==> src/rtl/seg_scan_ctrl.sv <==
// seg_scan_ctrl
//   Time-multiplexed scan controller for a NUM_DIGITS-digit common-anode
//   7-segment display. It feeds one digit's nibble at a time to a shared
//   BCD-to-7seg decoder and drives the active-low anode enables. All anodes
//   stay off for BLANK_CYCLES at the start of every slot, which hides the
//   decoder latency and ghosting. New values are double-buffered and only
//   committed at frame boundaries, so a frame never shows a mix of old and
//   new digits. Leading zeros can optionally be blanked.
//
// Ports
//   clk         in   1             system clock, posedge
//   rst_n       in   1             synchronous reset, active-low
//   bcd_in      in   4*NUM_DIGITS  new value, nibble i = digit i (digit 0 = LS)
//   load        in   1             1-cycle strobe: capture bcd_in
//   lz_en       in   1             1 = blank leading zeros
//   dec_nibble  out  4             decoder input, 4'hF = blank code
//   an          out  NUM_DIGITS    anode enables, active-low, at most one low
//   frame_tick  out  1             1-cycle pulse after a frame completes
//   pend        out  1             a loaded value waits for the frame boundary
//
// Handshake: load is a plain strobe with no ready. Every asserted cycle is
// accepted; the last load before a frame boundary is the one displayed.
//
// Outputs are registered from the counter state of the previous cycle, so
// the visible scan lags the internal counters by one cycle. That edge is
// also where dec_nibble changes, so the decoder has settled before the
// anode turns on.
module seg_scan_ctrl #(
    parameter int NUM_DIGITS   = 4,
    parameter int REFRESH_DIV  = 50000,
    parameter int BLANK_CYCLES = 16
) (
    input  logic                      clk,
    input  logic                      rst_n,
    input  logic [4*NUM_DIGITS-1:0]   bcd_in,
    input  logic                      load,
    input  logic                      lz_en,
    output logic [3:0]                dec_nibble,
    output logic [NUM_DIGITS-1:0]     an,
    output logic                      frame_tick,
    output logic                      pend
);
    localparam int CW = $clog2(REFRESH_DIV);
    localparam int IW = $clog2(NUM_DIGITS);
    localparam int DW = 4 * NUM_DIGITS;

    localparam logic [CW-1:0] SLOT_LAST  = CW'(REFRESH_DIV - 1);
    localparam logic [CW-1:0] BLANK_END  = CW'(BLANK_CYCLES);
    localparam logic [IW-1:0] IDX_LAST   = IW'(NUM_DIGITS - 1);

    // Per-slot phase
    localparam logic [0:0] ST_BLANK = 1'b0;
    localparam logic [0:0] ST_SHOW  = 1'b1;

    logic [CW-1:0]           slot_cnt_q, slot_cnt_d;
    logic [IW-1:0]           idx_q, idx_d;
    logic [DW-1:0]           display_q, display_d;
    logic [DW-1:0]           pending_q, pending_d;
    logic                    pend_q, pend_d;
    logic [3:0]              dec_nibble_q, dec_nibble_d;
    logic [NUM_DIGITS-1:0]   an_q, an_d;
    logic                    frame_tick_q, frame_tick_d;

    logic [0:0]              phase;
    logic                    slot_wrap, frame_end;
    logic [3:0]              digit [NUM_DIGITS];
    logic                    zero_from [NUM_DIGITS];
    logic                    zero_above;
    logic [3:0]              cur_nib;

    // zero_from[i]: digits i..N-1 of the committed value are all zero.
    always_comb begin
        zero_above = 1'b1;
        for (int i = NUM_DIGITS - 1; i >= 0; i--) begin
            digit[i]     = display_q[4*i +: 4];
            zero_from[i] = zero_above && (digit[i] == 4'd0);
            zero_above   = zero_from[i];
        end
        cur_nib = digit[idx_q];
        // Digit 0 is never blanked so a zero value still shows "0".
        if (lz_en && (idx_q != '0) && zero_from[idx_q]) begin
            cur_nib = 4'hF;
        end
    end

    always_comb begin
        slot_wrap = (slot_cnt_q == SLOT_LAST);
        frame_end = slot_wrap && (idx_q == IDX_LAST);
        phase     = (slot_cnt_q < BLANK_END) ? ST_BLANK : ST_SHOW;

        slot_cnt_d = slot_wrap ? '0 : slot_cnt_q + 1'b1;
        idx_d      = idx_q;
        if (slot_wrap) begin
            idx_d = (idx_q == IDX_LAST) ? '0 : idx_q + 1'b1;
        end

        pending_d = load ? bcd_in : pending_q;
        pend_d    = pend_q;
        display_d = display_q;
        if (frame_end) begin
            // A load on the boundary cycle is newer than anything pending.
            if (load) begin
                display_d = bcd_in;
            end else if (pend_q) begin
                display_d = pending_q;
            end
            pend_d = 1'b0;
        end else if (load) begin
            pend_d = 1'b1;
        end

        an_d = '1;
        if (phase == ST_SHOW) begin
            an_d[idx_q] = 1'b0;
        end

        // Latch the nibble (and lz_en) once per slot at its first cycle.
        dec_nibble_d = (slot_cnt_q == '0) ? cur_nib : dec_nibble_q;
        frame_tick_d = frame_end;
    end

    always_ff @(posedge clk) begin
        if (!rst_n) begin
            slot_cnt_q   <= '0;
            idx_q        <= '0;
            display_q    <= '0;
            pending_q    <= '0;
            pend_q       <= 1'b0;
            dec_nibble_q <= 4'hF;
            an_q         <= '1;
            frame_tick_q <= 1'b0;
        end else begin
            slot_cnt_q   <= slot_cnt_d;
            idx_q        <= idx_d;
            display_q    <= display_d;
            pending_q    <= pending_d;
            pend_q       <= pend_d;
            dec_nibble_q <= dec_nibble_d;
            an_q         <= an_d;
            frame_tick_q <= frame_tick_d;
        end
    end

    assign dec_nibble = dec_nibble_q;
    assign an         = an_q;
    assign frame_tick = frame_tick_q;
    assign pend       = pend_q;

endmodule

==> config.mk <==
export PLATFORM = sky130hd
export DESIGN_NAME = seg_scan_ctrl
export DESIGN_NICKNAME = d
export VERILOG_FILES = /design/src/rtl/seg_scan_ctrl.sv
export SDC_FILE = /design/constraint.sdc
export NUM_CORES = 1
export LEC_CHECK = 0
export BUFFER_PORTS_ARGS = -buffer_cell sky130_fd_sc_hd__buf_2
export CORE_MARGIN = 2
export CORE_UTILIZATION = 44
export CTS_CLUSTER_SIZE = 25
export DETAILED_ROUTE_END_ITERATION = 10
export PLACE_DENSITY_LB_ADDON = 0.15
export SYNTH_ARGS = -nofsm -noshare
export SYNTH_HDL_FRONTEND = slang
export SYNTH_SLANG_ARGS = --single-unit
==> constraint.sdc <==
create_clock -name clk -period 2.25 [get_ports clk]
set_input_delay 0.1125 -clock clk [delete_from_list [all_inputs] [get_ports clk]]
set_output_delay 0.1125 -clock clk [all_outputs]
set_load 0.05 [all_outputs]
==> run summary, run 1 <==
=======================================================================================
Per-cell routed wire length ..............................................      13.7 µm
Die Span X ...............................................................      82.8 µm
Class of the tightest hold or removal check .............................. input port to register
CTS H-tree lvls ..........................................................            3
Worst-case headroom to the max-slew limit ................................        56.9%
Sequential cell area fraction in the yosys report ........................        44.0%
Data arrival at the endpoint of the critical path ........................      2.26 ns
Cts bufs inserted ........................................................            9
Leakage power ............................................................      1.25 nW
Count of hold buffers inserted by post-cts repair ........................            0
Category of the worst setup path capture point ...........................     register
Number of vias per cell ..................................................         5.14
Number of enable flip-flop cells after synthesis .........................            0
Most area-hungry cell type in the Yosys netlist ..........................      dfxtp_1
Number of global-route vias before repair ................................         1724
Core box area ............................................................  0.00596 mm²
Critical R2R Launch ...................................................... slot_cnt_q[0]$_SDFF_PP0_
# IOs ....................................................................           30
Pins over their slew limit ...............................................            0
Reg-to-Reg End ........................................................... display_q[4]$_SDFFE_PN0P_
Post-synthesis sequential element count ..................................           60
Clock latency reported for the late side of the worst-skew pair ..........      0.33 ns
Total congestion overflow after global routing ...........................            0
Number of antenna violations at the first check in global routing ........            0
Result of the run ........................................................ finished, final reports clean
Min-delay src ............................................................    bcd_in[0]
Worst Tran Pin Value .....................................................     0.646 ns
Net count of the finished layout .........................................          317
Total setup violations reported at the end of the flow ...................            0
Total global-route track usage ...........................................        16.5%
Setup Fix Bufs, Post-CTS .................................................            0
Post-route fraction of the period consumed by the critical path ..........        90.6%
Final setup TNS ..........................................................         0 ns
Most frequent cell after synthesis .......................................      dfxtp_1
Synthesized area per cell ................................................     10.4 µm²
Synthesized area .........................................................  0.00273 mm²
Final hold slack .........................................................    0.0761 ns
Number of port buffers ...................................................           29
Synthesized netlist cell count ...........................................          262
Initial Utilization ......................................................        45.8%
Number of vias in the routed layout ......................................         1896
Proportion of netlist area held by the largest area contributor ..........        44.0%
Number of inserted diodes ................................................            0
Number of buffers on the longest clock path ..............................            2
Commonest cells in the netlist ........................................... 60 x dfxtp_1, 19 x nor2_1, 17 x and2_1
Setup Skew ...............................................................   0.00577 ns
Largest net degree at the start of global routing ........................           48
Syn_nets .................................................................          288
First-pass detailed-route iteration total ................................            4
Ys async rst share .......................................................           0%
CTS tree .................................................................        built
Number of violations reported at the end of detailed-routing iteration 0 .           77
Hold violation total from the final report ...............................            0
Setup repair after global routing missed its margin ......................           no
Final wirelength .........................................................      5070 µm
Worst Setup Path Type .................................................... register to register
Syn. warnings ............................................................            0
DIE HEIGHT ...............................................................      82.8 µm
Library cells used by synthesis ..........................................           43
Max rail drop VDD ........................................................     0.419 mV
Terminating pin of the worst hold path ................................... pending_q[0]$_SDFFE_PN0P_
CTS root buffer ..........................................................     clkbuf_8
Clock slew at the register clock pins of the worst setup and hold paths ..      0.06 ns
Kind of launch point of the worst setup path .............................     register
GPL Wtd Cong .............................................................        0.784
Power density of the placed cells ........................................   690 mW/mm²
Period minus WS final ....................................................      2.04 ns
Internal reg-to-reg setup slack ..........................................      0.21 ns
Hold Path Depth ..........................................................            3
Worst Path Max Fanout ....................................................           16
Area added between synthesis and finish ..................................        14.0%
DPL Wire Length ..........................................................      3450 µm
Routed Antenna Nets ......................................................            0
Number of cell rows ......................................................           28
Global-route wire length before repair ...................................      8380 µm
Required arrival time at the worst endpoint ..............................      2.47 ns
Max Freq .................................................................    0.490 GHz
Number of sinks driven by the clock tree .................................           60
Post-synth top flop ......................................................      dfxtp_1
Cell Area, Placed ........................................................  0.00294 mm²
CTS resizes ..............................................................            0
Area of the die ..........................................................  0.00685 mm²
Cell area after layout ...................................................  0.00311 mm²
Depth of the most critical reg-to-reg path ...............................            6
Number of maximum-capacitance violations .................................            0
Cells taking the most area after synthesis ............................... dfxtp_1 44%, mux2i_1 5.9%, mux2_4 5.5%, and2_1 3.9%, nor2b_1 3.7%
Number of DRC violations after detailed routing ..........................            0
Fraction of layout instances using a drive strength above 1 ..............        26.2%
=======================================================================================
cell type report:
class	count	area [µm²]
repair buffers	34	195
well taps	75	93.8
clock buffers	12	165
flip-flops and latches	60	1200
clock inverters	2	10.0
inverters	6	22.5
multi-input cells	180	1420
fillers	574	2840
sequential cells by signal (all words and copies together) (netlist names):
signal,count
display_q,16
an,4
pend,1
dec_nibble,4
pending_q,16
slot_cnt_q,16
frame_tick,1
idx_q,2
worst max-delay path, stage by stage (launching register included):
cell and delay (ns):
dfxtp_1 0.41, ha_1 0.27, and3_1 0.25, nand4_2 0.20, nor3_4 0.25, buf_12 0.20, mux2_2 0.34
cells by family (layout without fill, tap and decap cells):
| group | count (synthesis) | count (layout) | share of synthesized area, % |
|---|---|---|---|
| XOR/XNOR | 12 | 12 | 3.85 |
| AO/OA/AOI/OAI | 20 | 20 | 4.45 |
| multiplexers | 36 | 36 | 17.1 |
| adder cells (fa/ha/maj) | 6 | 6 | 2.75 |
| AND/OR/NAND/NOR | 106 | 106 | 24.0 |
| flip-flops | 60 | 60 | 44.0 |
| buffers and inverters | 22 | 54 | 3.85 |
worst max path at each step:
stage | start | end | slack (ns) | depth (start not counted)
2_1_floorplan | slot_cnt_q[0]$_SDFF_PP0_ | display_q[10]$_SDFFE_PN0P_ | 0.27 | 6
3_3_place_gp | slot_cnt_q[0]$_SDFF_PP0_ | display_q[3]$_SDFFE_PN0P_ | 0.28 | 6
3_5_place_dp | slot_cnt_q[0]$_SDFF_PP0_ | display_q[4]$_SDFFE_PN0P_ | 0.20 | 6
4_1_cts | slot_cnt_q[0]$_SDFF_PP0_ | display_q[4]$_SDFFE_PN0P_ | 0.18 | 6
5_1_grt | slot_cnt_q[0]$_SDFF_PP0_ | display_q[15]$_SDFFE_PN0P_ | 0.08 | 6
6_report | slot_cnt_q[0]$_SDFF_PP0_ | display_q[4]$_SDFFE_PN0P_ | 0.21 | 6
per-stage QoR:
stage	util, %	power [mW]	std cells	setup WS, ns
after floorplan	-	1.26	262	0.274
after global placement	49.3	1.31	355	0.276
after detailed placement	49.3	1.31	355	0.202
after CTS	52.2	2.18	369	0.179
after global routing	52.2	2.24	369	0.0846
final	52.2	2.15	369	0.211
cell usage in the layout, fill, tap and decap left out, types with 4 or more instances in the layout:
cell / instances
mux4_2: 4
nor3_1: 5
and4_1: 4
nor4_1: 7
nand2_1: 6
dfxtp_1: 60
mux2_4: 10
buf_4: 4
xnor2_1: 8
xor2_1: 4
nor2b_1: 16
clkbuf_8: 12
o21ai_0: 5
nand4_1: 6
mux2_2: 6
nor2_1: 19
a21oi_1: 5
a31oi_1: 4
nor3b_1: 4
inv_1: 6
ha_1: 6
buf_2: 29
mux2i_1: 16
nand3_1: 7
and2_1: 17
layer usage:
metal	part of all wire, %	wire length (µm)	up-vias	global-route usage, %
li1	-	-	978	-
met1	52	2620	867	22.7
met2	42	2110	42	23.1
met3	5.2	261	9	6.06
met4	1.6	82	0	6.89
met5	0	0	-	0
power breakdown:
part | total, mW | switching, mW | leakage, nW | internal [mW]
registers | 1.11 | 0.0177 | 0.489 | 1.10
clock network | 0.862 | 0.388 | 0.0941 | 0.473
logic | 0.171 | 0.107 | 0.670 | 0.0634
total | 2.15 | 0.513 | 1.25 | 1.63
Note: power is estimated with default switching activity, not from simulation.
==> inputs of run 2 (changes only) <==
CTS_BUF_LIST = sky130_fd_sc_hd__clkbuf_4   (was default)
==> run 2 against run 1 <==
Wire length down 0.83%. Non-clock buffer count up 1. Clock-buffer cell count down 3. Worst hold slack worse by 0.069 ns. Largest cell class unchanged. Flip-flop and latch count unchanged. Critical path type unchanged. Critical endpoint unchanged. Sequential power about the same. Highest routed layer unchanged. Register-to-register slack worse by 0.02 ns. Clock skew up 0.0058 ns.
==> run summary, run 2 (same netlist as run 1, synthesis figures left out) <==
=======================================================================================
Result of the run ........................................................ finished, final reports clean
CTS root buffer ..........................................................     clkbuf_4
Pins over their slew limit ...............................................            0   unchanged
Number of maximum-capacitance violations .................................            0   unchanged
Cell Area, Placed ........................................................  0.00294 mm²   unchanged
Number of sinks driven by the clock tree .................................           60   unchanged
Routed length on met2 ....................................................      2120 µm   +0.57%
Cell family with the largest share of critical-path delay ................ simple AND/OR/NAND/NOR gates
Uppermost layer routed ...................................................         met4
Class of the tightest hold or removal check .............................. input port to register
# IOs ....................................................................           30   unchanged
Max Freq .................................................................    0.486 GHz   -0.95%
Clock latency reported for the late side of the worst-skew pair ..........      0.40 ns   +0.07 ns
Max rail drop VDD ........................................................     0.415 mV   -1.1%
Cell chain of the critical path .......................................... ha_1, and3_1, nand4_2, nor3_4, buf_12, mux2_2
Final setup TNS ..........................................................         0 ns   unchanged
Total setup violations reported at the end of the flow ...................            0   unchanged
CTS H-tree lvls ..........................................................            3   unchanged
Area added between synthesis and finish ..................................        11.2%
Number of violations reported at the end of detailed-routing iteration 0 .           85   +10%
DPL Wire Length ..........................................................      3450 µm   unchanged
First-pass detailed-route iteration total ................................            4   unchanged
Clock slew at the register clock pins of the worst setup and hold paths ..      0.10 ns   +0.04 ns
Final wirelength .........................................................      5020 µm   -0.83%
Post-route fraction of the period consumed by the critical path ..........        91.5%   +0.87 points
Post-Place Setup Slack ...................................................     0.202 ns   unchanged
Number of global-route vias before repair ................................         1723   -0.058%
Number of port buffers ...................................................           29   unchanged
Routed length on met3 ....................................................       271 µm   +3.8%
Cell area after layout ...................................................  0.00304 mm²   -2.5%
Total congestion overflow after global routing ...........................            0   unchanged
Global-route wire length before repair ...................................      8400 µm   +0.33%
Number of cell rows ......................................................           28   unchanged
Peak per-stage delay on the critical path ................................      0.42 ns   about the same
Die Span X ...............................................................      82.8 µm   unchanged
Number of buffers on the longest clock path ..............................            2   unchanged
Routed Antenna Nets ......................................................            0   unchanged
CTS resizes ..............................................................            0   unchanged
Total global-route track usage ...........................................        16.5%   +0.023 points
Fill cells ...............................................................          588   +2.4%
Initial Utilization ......................................................        45.8%   unchanged
Worst-case headroom to the max-slew limit ................................        57.2%   +0.31 points
Hold violation total from the final report ...............................            0   unchanged
Cell with the largest stage delay on the worst path ......................      dfxtp_1
Largest net degree at the start of global routing ........................           48   unchanged
Wire length on met1 ......................................................      2570 µm   -1.8%
Setup Fix Bufs, Post-CTS .................................................            0   unchanged
Fraction of layout instances using a drive strength above 1 ..............        25.1%   -1.1 points
Kind of launch point of the worst setup path .............................     register
Leading registers by flop count .......................................... display_q x16, pending_q x16, slot_cnt_q x16
Most frequent standard cell in the layout excluding fill and tap cells ...      dfxtp_1
Category of the worst setup path capture point ...........................     register
Power density of the placed cells ........................................   607 mW/mm²   -12%
Net count of the finished layout .........................................          318   +0.32%
Area of the die ..........................................................  0.00685 mm²   unchanged
GPL Wtd Cong .............................................................        0.784   unchanged
Number of antenna violations at the first check in global routing ........            0   unchanged
Final hold slack .........................................................   0.00698 ns   -0.0691 ns
Worst Tran Pin Value .....................................................     0.641 ns   -0.00463 ns
Period minus WS final ....................................................      2.06 ns   +0.0195 ns
Required arrival time at the worst endpoint ..............................      2.54 ns   +0.07 ns
Multi-input gate area in the final layout ................................  0.00142 mm²   unchanged
Total buffers and inverters traversed by the critical path ...............            1   unchanged
Number of DRC violations after detailed routing ..........................            0   unchanged
Commonest cells after routing, fill and taps aside ....................... 60 x dfxtp_1, 29 x buf_2, 19 x nor2_1
Number of vias in the routed layout ......................................         1892   -0.21%
Core box area ............................................................  0.00596 mm²   unchanged
Leakage power ............................................................      1.22 nW   -2.9%
Number of inserted diodes ................................................            0   unchanged
Per-cell routed wire length ..............................................      13.6 µm   -1.1%
Number of vias per cell ..................................................         5.11   -0.48%
Worst Path Max Fanout ....................................................           16   unchanged
Worst Setup Path Type .................................................... register to register
Data arrival at the endpoint of the critical path ........................      2.35 ns   +0.09 ns
Setup Skew ...............................................................    0.0116 ns   +0.00585 ns
Worst setup margin .......................................................     0.191 ns   -0.0195 ns
Setup repair after global routing missed its margin ......................           no
Sequential cell area .....................................................  0.00120 mm²   unchanged
Post-Route Utilization ...................................................        51.0%   -1.3 points
DIE HEIGHT ...............................................................      82.8 µm   unchanged
Cts bufs inserted ........................................................            9   unchanged
CTS tree .................................................................        built
=======================================================================================
[run 2: cell type report]
cell class                      count  share of cell area [%]
Clock buffer                        9                    2.23
Clock inverter                      5                   0.701
Inverter                            6                   0.742
Multi-Input combinational cell    180                    46.9
Sequential cell                    60                    39.6
Tap cell                           75                    3.09
Timing Repair Buffer               35                    6.76
[run 2: final timing paths]
kind | cells past startpoint | slack (ns) | endpoint | from
max reg2reg | 6 | 0.19 | display_q[4]$_SDFFE_PN0P_ | slot_cnt_q[0]$_SDFF_PP0_
min reg2reg | 1 | 0.50 | slot_cnt_q[0]$_SDFF_PP0_ | slot_cnt_q[0]$_SDFF_PP0_
min | 3 | 0.007 | pending_q[0]$_SDFFE_PN0P_ | bcd_in[0]
max | 6 | 0.19 | display_q[4]$_SDFFE_PN0P_ | slot_cnt_q[0]$_SDFF_PP0_
[run 2: metrics by stage]
step / std cells / total power, mW
2_1_floorplan: 262 / 1.26
3_3_place_gp: 355 / 1.31
3_5_place_dp: 355 / 1.31
4_1_cts: 370 / 1.87
5_1_grt: 370 / 1.94
6_report: 370 / 1.84
[run 2: routing by layer]
metal  vias to the layer above  track usage (%)
li1                        985                -
met3                         7             6.71
met2                        37             23.5
met4                         0             5.41
met1                       863             22.7
met5                         -                0
[run 2: worst register-to-register path: stages, from the launching register on]
cell	delay (ns)
dfxtp_1	0.42
ha_1	0.27
and3_1	0.27
nand4_2	0.21
nor3_4	0.25
buf_12	0.19
mux2_2	0.35
[run 2: power breakdown]
group | leakage (nW) | switching, mW | internal, mW
clock network | 0.0539 | 0.360 | 0.200
logic | 0.674 | 0.107 | 0.0646
registers | 0.489 | 0.0172 | 1.09
total | 1.22 | 0.484 | 1.36
[run 2: what timing repair did]
item | 4_1_cts | 5_1_grt
endpoints found under the hold margin | 1 | 0
endpoints found under the setup margin | 0 | 0
hold buffers | 1 | 0
